[src/rtl/pipe_ctrl.sv]
// pipe_ctrl: stall/flush sequencer producing per-stage enables for the 3PA pipeline.
// Define PCTRL_MULDIV_EN to enable the multi-cycle EX timer (MD_BUSY state, md_cnt).
module pipe_ctrl #(
  parameter int unsigned MD_CYCLES = 4,
  parameter int unsigned CNT_W     = 16
) (
  input  logic             clk,
  input  logic             rst,
  input  logic             ld_use_stall,
  input  logic             br_taken,
  input  logic             dmem_busy,
  input  logic             imem_busy,
  input  logic             md_start,
  output logic             pc_en,
  output logic             ifid_en,
  output logic             ifid_flush,
  output logic             idex_en,
  output logic             idex_flush,
  output logic             exma_en,
  output logic             exma_bubble,
  output logic             mawb_en,
  output logic [1:0]       state,
  output logic [CNT_W-1:0] stall_cnt,
  output logic [CNT_W-1:0] redir_cnt
);

  typedef enum logic [1:0] {
    StRun    = 2'd0,
    StDrain  = 2'd1,
    StMdBusy = 2'd2
  } state_e;

  // Control vector order: pc_en, ifid_en, ifid_flush, idex_en, idex_flush,
  // exma_en, exma_bubble, mawb_en.
  localparam logic [7:0] CtlNone  = 8'h00;
  localparam logic [7:0] CtlRun   = 8'hD5;
  localparam logic [7:0] CtlStall = 8'h07;
  localparam logic [7:0] CtlRedir = 8'hFD;
  localparam logic [7:0] CtlWait  = 8'h75;

  state_e     state_q, state_d;
  logic [7:0] ctl;
  logic       redir_inc;
  logic       md_req;
  logic       md_hold;
  logic [CNT_W-1:0] stall_cnt_q;
  logic [CNT_W-1:0] redir_cnt_q;

`ifdef PCTRL_MULDIV_EN
  logic [7:0] md_cnt_q, md_cnt_d;

  assign md_req  = md_start && (state_q == StRun);
  assign md_hold = (state_q == StMdBusy) && (md_cnt_q != 8'd0);
`else
  logic       unused_md_start;
  logic [7:0] unused_md_cycles;

  assign unused_md_start  = md_start;
  assign unused_md_cycles = 8'(MD_CYCLES);
  assign md_req           = 1'b0;
  assign md_hold          = 1'b0;
`endif

  always_comb begin
    ctl       = CtlNone;
    state_d   = state_q;
    redir_inc = 1'b0;
`ifdef PCTRL_MULDIV_EN
    md_cnt_d  = md_cnt_q;
`endif
    // Reset and data-memory freeze both leave everything at zero and hold state.
    if (!rst && !dmem_busy) begin
      if (state_q == StDrain) begin
        ctl = CtlWait;
        if (!imem_busy) state_d = StRun;
      end else if (md_hold) begin
        ctl = CtlStall;
`ifdef PCTRL_MULDIV_EN
        md_cnt_d = md_cnt_q - 8'd1;
`endif
      end else begin
        // RUN rules; also the MD release cycle, where md_req is already false.
        state_d = StRun;
        if (md_req) begin
          ctl     = CtlStall;
          state_d = StMdBusy;
`ifdef PCTRL_MULDIV_EN
          md_cnt_d = 8'(MD_CYCLES - 2);
`endif
        end else if (ld_use_stall) begin
          ctl = CtlStall;
        end else if (br_taken) begin
          ctl       = CtlRedir;
          redir_inc = 1'b1;
          if (imem_busy) state_d = StDrain;
        end else if (imem_busy) begin
          ctl = CtlWait;
        end else begin
          ctl = CtlRun;
        end
      end
    end
  end

  assign {pc_en, ifid_en, ifid_flush, idex_en, idex_flush, exma_en, exma_bubble, mawb_en} = ctl;

  always_ff @(posedge clk) begin
    if (rst) begin
      state_q     <= StRun;
      stall_cnt_q <= '0;
      redir_cnt_q <= '0;
`ifdef PCTRL_MULDIV_EN
      md_cnt_q    <= 8'd0;
`endif
    end else begin
      state_q <= state_d;
`ifdef PCTRL_MULDIV_EN
      md_cnt_q <= md_cnt_d;
`endif
      if (!pc_en && (stall_cnt_q != '1)) stall_cnt_q <= stall_cnt_q + CNT_W'(1);
      if (redir_inc && (redir_cnt_q != '1)) redir_cnt_q <= redir_cnt_q + CNT_W'(1);
    end
  end

  assign state     = state_q;
  assign stall_cnt = stall_cnt_q;
  assign redir_cnt = redir_cnt_q;

endmodule

[config.mk]
export PLATFORM = sky130hd
export DESIGN_NAME = pipe_ctrl
export DESIGN_NICKNAME = d
export VERILOG_FILES = /design/src/rtl/pipe_ctrl.sv
export SDC_FILE = /design/constraint.sdc
export NUM_CORES = 1
export LEC_CHECK = 0
export CAP_MARGIN = 20
export CORE_MARGIN = 2
export CORE_UTILIZATION = 50
export CTS_CLUSTER_DIAMETER = 30
export DETAILED_ROUTE_END_ITERATION = 8
export PLACE_DENSITY = 0.82
export SETUP_SLACK_MARGIN = 0.02
export SYNTH_ARGS = -nofsm -noshare
export SYNTH_HDL_FRONTEND = slang
export SYNTH_SLANG_ARGS = --single-unit
[constraint.sdc]
create_clock -name clk -period 4.15 [get_ports clk]
set_input_delay 0.6225 -clock clk [delete_from_list [all_inputs] [get_ports clk]]
set_output_delay 0.6225 -clock clk [all_outputs]
set_load 0.005 [all_outputs]
==> run metrics <==
DR iter-0 viols=106; Syn Inst Count=208; final WL=4505 microns; Leak=0.7501 nW; Async SR Flop Fraction=0; Clk Latency, worst-skew pair=340 ps; Ant. Diodes=0; Post-synth EDFFs=0; placed cells=293; final setup violation count=0; Post-DRT Antenna Nets=0; Inserted Clock Buffers=5; die area=4009 sq um; worst r2r src=stall_cnt[0]; dpl ws=817.9 ps; TritonCTS clock tree=yes; RSZ-0062 raised after global routing=false; hold path depth=1; initial antenna violation count=0; Max transition margin=0.4205; number of global-route vias before repair=1680; Clock Sink Count=33; ys flop type=dfxtp_1; R2R Setup Slk=1790 ps; sequential share of the synthesized area=0.3755; pwr dens=284.6 nW/um^2; Root Driver=clkbuf_4; pin count of the biggest net entering global routing=28; Syn Nets=217; critical path data arrival time=2770 ps; area of the mapped netlist=1759 sq um; reg2reg end=stall_cnt[8]; Worst setup startpoint=rst; hpwl dp=3200 microns; Hold Path Class=register to register; I/O Buffers=46; Final nets=263; Avg Inst Size Synth=8.458 sq um; GRT Resource Usage Total=0.2439; Final Hold Viols=0; Clock power frac=0.453; CTS-repair resized insts=0; library cells used by synthesis=42; row count=21; crit path launch type=input port; per-cell routed wire length=14.97 microns; worst vdd ir=0.2860 mV; Initial Util=0.5231; status=completed; critical path class=input port to output pin; Total Neg Setup Slack=0 ps; Hold Slack=508.7 ps; proportion of layout cells with a drive suffix above 1=0.09804; sequential power share=0.482; first-pass GRT wire length=7969 microns; Setup WS post-layout=755.1 ps; fmax=294.6 MHz; Reg2Reg Depth=6; Final Max Slew Viols=0; minimum clock period=3395 ps; Worst Setup EP=idex_flush; clk buf depth=2; final worst path period share=0.8180; gr ovfl total=0; switching pwr=0.0001431 W; Clock transition at path regs=110 ps; postcts setup bufs=0; Logic pwr share=0.065; Residual DRC=0; CP Data Required Time=3530 ps; die height=63.32 microns; register bit total from synthesis=33; number of max-cap violations=0; Post-Layout Cell Count=301; Routability Congestion=0.7874; CTS Hold Buffers Added=0; IO Count=49; Yosys warnings=0; post-DR vias/cell=6.103; H-tree levels=2; clock skew=9.111 ps; worst-margin pin slew=862.1 ps; Sw Ratio=0.2126; worst-path maximum fanout=10; die width=63.32 microns; via count=1837; Area growth syn-to-layout=34.42%; CP endpoint kind=output pin; Internal=0.0005299 W; core footprint=3363 sq um; First-pass DRT Iterations=4
==> synth_stat cells, drive strengths merged (2+ instances only) <==
cell type  count  area [sq um]
dfxtp         33         660.6
or3            6         37.54
a21oi         20         100.1
nor3           5         25.02
clkbuf         4         15.01
nand4         10         62.56
ha             2         25.02
o311ai         3         26.28
nand2b         2         12.51
buf            7         42.54
nand3         13         65.06
or2            2         12.51
nand2          8         30.03
o31a           3         26.28
o21ai          6         30.03
nor4           9         56.30
or4           13         105.1
o21a           3         22.52
o41ai          5         43.79
nor2b          3         18.77
inv            7         26.28
and2b          2         15.01
mux2           4         45.04
and3           3         18.77
nor2          10         37.54
o31ai         11         82.58
==> how the worst min path moves through the flow <==
| stage | end | start |
|---|---|---|
| global placement | stall_cnt[15] | stall_cnt[15] |
| global route | redir_cnt[4] | redir_cnt[4] |
| finish | redir_cnt[11] | redir_cnt[11] |
| floorplan | stall_cnt[15] | stall_cnt[15] |
| detailed placement | stall_cnt[15] | stall_cnt[15] |
| CTS | redir_cnt[11] | redir_cnt[11] |
==> per-layer routing <==
layer	routed length, microns	share of wire	up-vias	GRT usage
li1	-	-	915	-
met4	55	0.012	0	0.08152
met5	0	0	-	0
met2	2185	0.49	50	0.4202
met1	2035	0.45	864	0.2988
met3	229	0.051	8	0.05714
==> layout by cell type, fill, tap and decap left out, types with 3 or more instances in the layout <==
cell type | synthesis | routed
clkdlybuf4s50_1 | 0 | 46
dfxtp_1 | 33 | 33
a21oi_1 | 20 | 20
nand3_1 | 13 | 13
o31ai_1 | 11 | 11
or4_1 | 11 | 11
nor2_1 | 10 | 10
nand4_1 | 10 | 10
nand2_1 | 8 | 8
nor4_1 | 9 | 7
inv_1 | 7 | 7
o21ai_0 | 6 | 6
or3_1 | 6 | 6
nor3_1 | 5 | 5
o41ai_1 | 5 | 5
clkbuf_4 | 0 | 5
mux2_2 | 4 | 4
buf_4 | 3 | 4
o31a_1 | 3 | 3
nor2b_1 | 3 | 3
and3_1 | 3 | 3
o21a_1 | 3 | 3
o311ai_0 | 3 | 3
==> worst max-delay path, cell delays in order <==
cell and delay, ps:
clkdlybuf4s50_1 590, nor4_1 530, nand2_1 310, inv_1 180, clkdlybuf4s50_1 540
==> stage by stage <==
| step | cell area, sq um | power [W] | util |
|---|---|---|---|
| 2_1_floorplan | 1759 | 0.0003517 | - |
| 3_3_place_gp | 2262 | 0.0003744 | 0.6726 |
| 3_5_place_dp | 2262 | 0.0003754 | 0.6726 |
| 4_1_cts | 2365 | 0.0006764 | 0.7031 |
| 5_1_grt | 2365 | 0.0006937 | 0.7031 |
| 6_report | 2365 | 0.0006730 | 0.7031 |
==> cell families (layout without fill, tap and decap cells) <==
group	count (synthesis)	after routing	synth area share
compound gates	58	58	0.2248
fa+ha+maj	2	2	0.01422
mux	4	4	0.02560
flops	33	33	0.3755
simple gates	92	92	0.3101
other cells	1	1	0.002132
buf+inv	18	65	0.04765
==> registers in the layout, indices dropped and copies added (netlist names) <==
name       count
redir_cnt     16
stall_cnt     16
state          1
==> power by group through the flow <==
stage          clock network, W  registers [W]   logic, W
3_3_place_gp                  0       0.000331  0.0000430
5_1_grt                0.000320       0.000326  0.0000482
4_1_cts                0.000308       0.000324  0.0000439
3_5_place_dp                  0       0.000332  0.0000437
2_1_floorplan                 0       0.000331  0.0000206
6_report               0.000305       0.000324  0.0000439
==> area by class of cell <==
class / count / area, sq um
well taps: 46 / 57.56
clock inverters: 3 / 65.06
fillers: 309 / 998.5
repair buffers: 50 / 490.5
clock buffers: 5 / 37.54
flip-flops and latches: 33 / 660.6
multi-input cells: 157 / 1027
inverters: 7 / 26.28
Note: power is estimated with default switching activity, not from simulation.
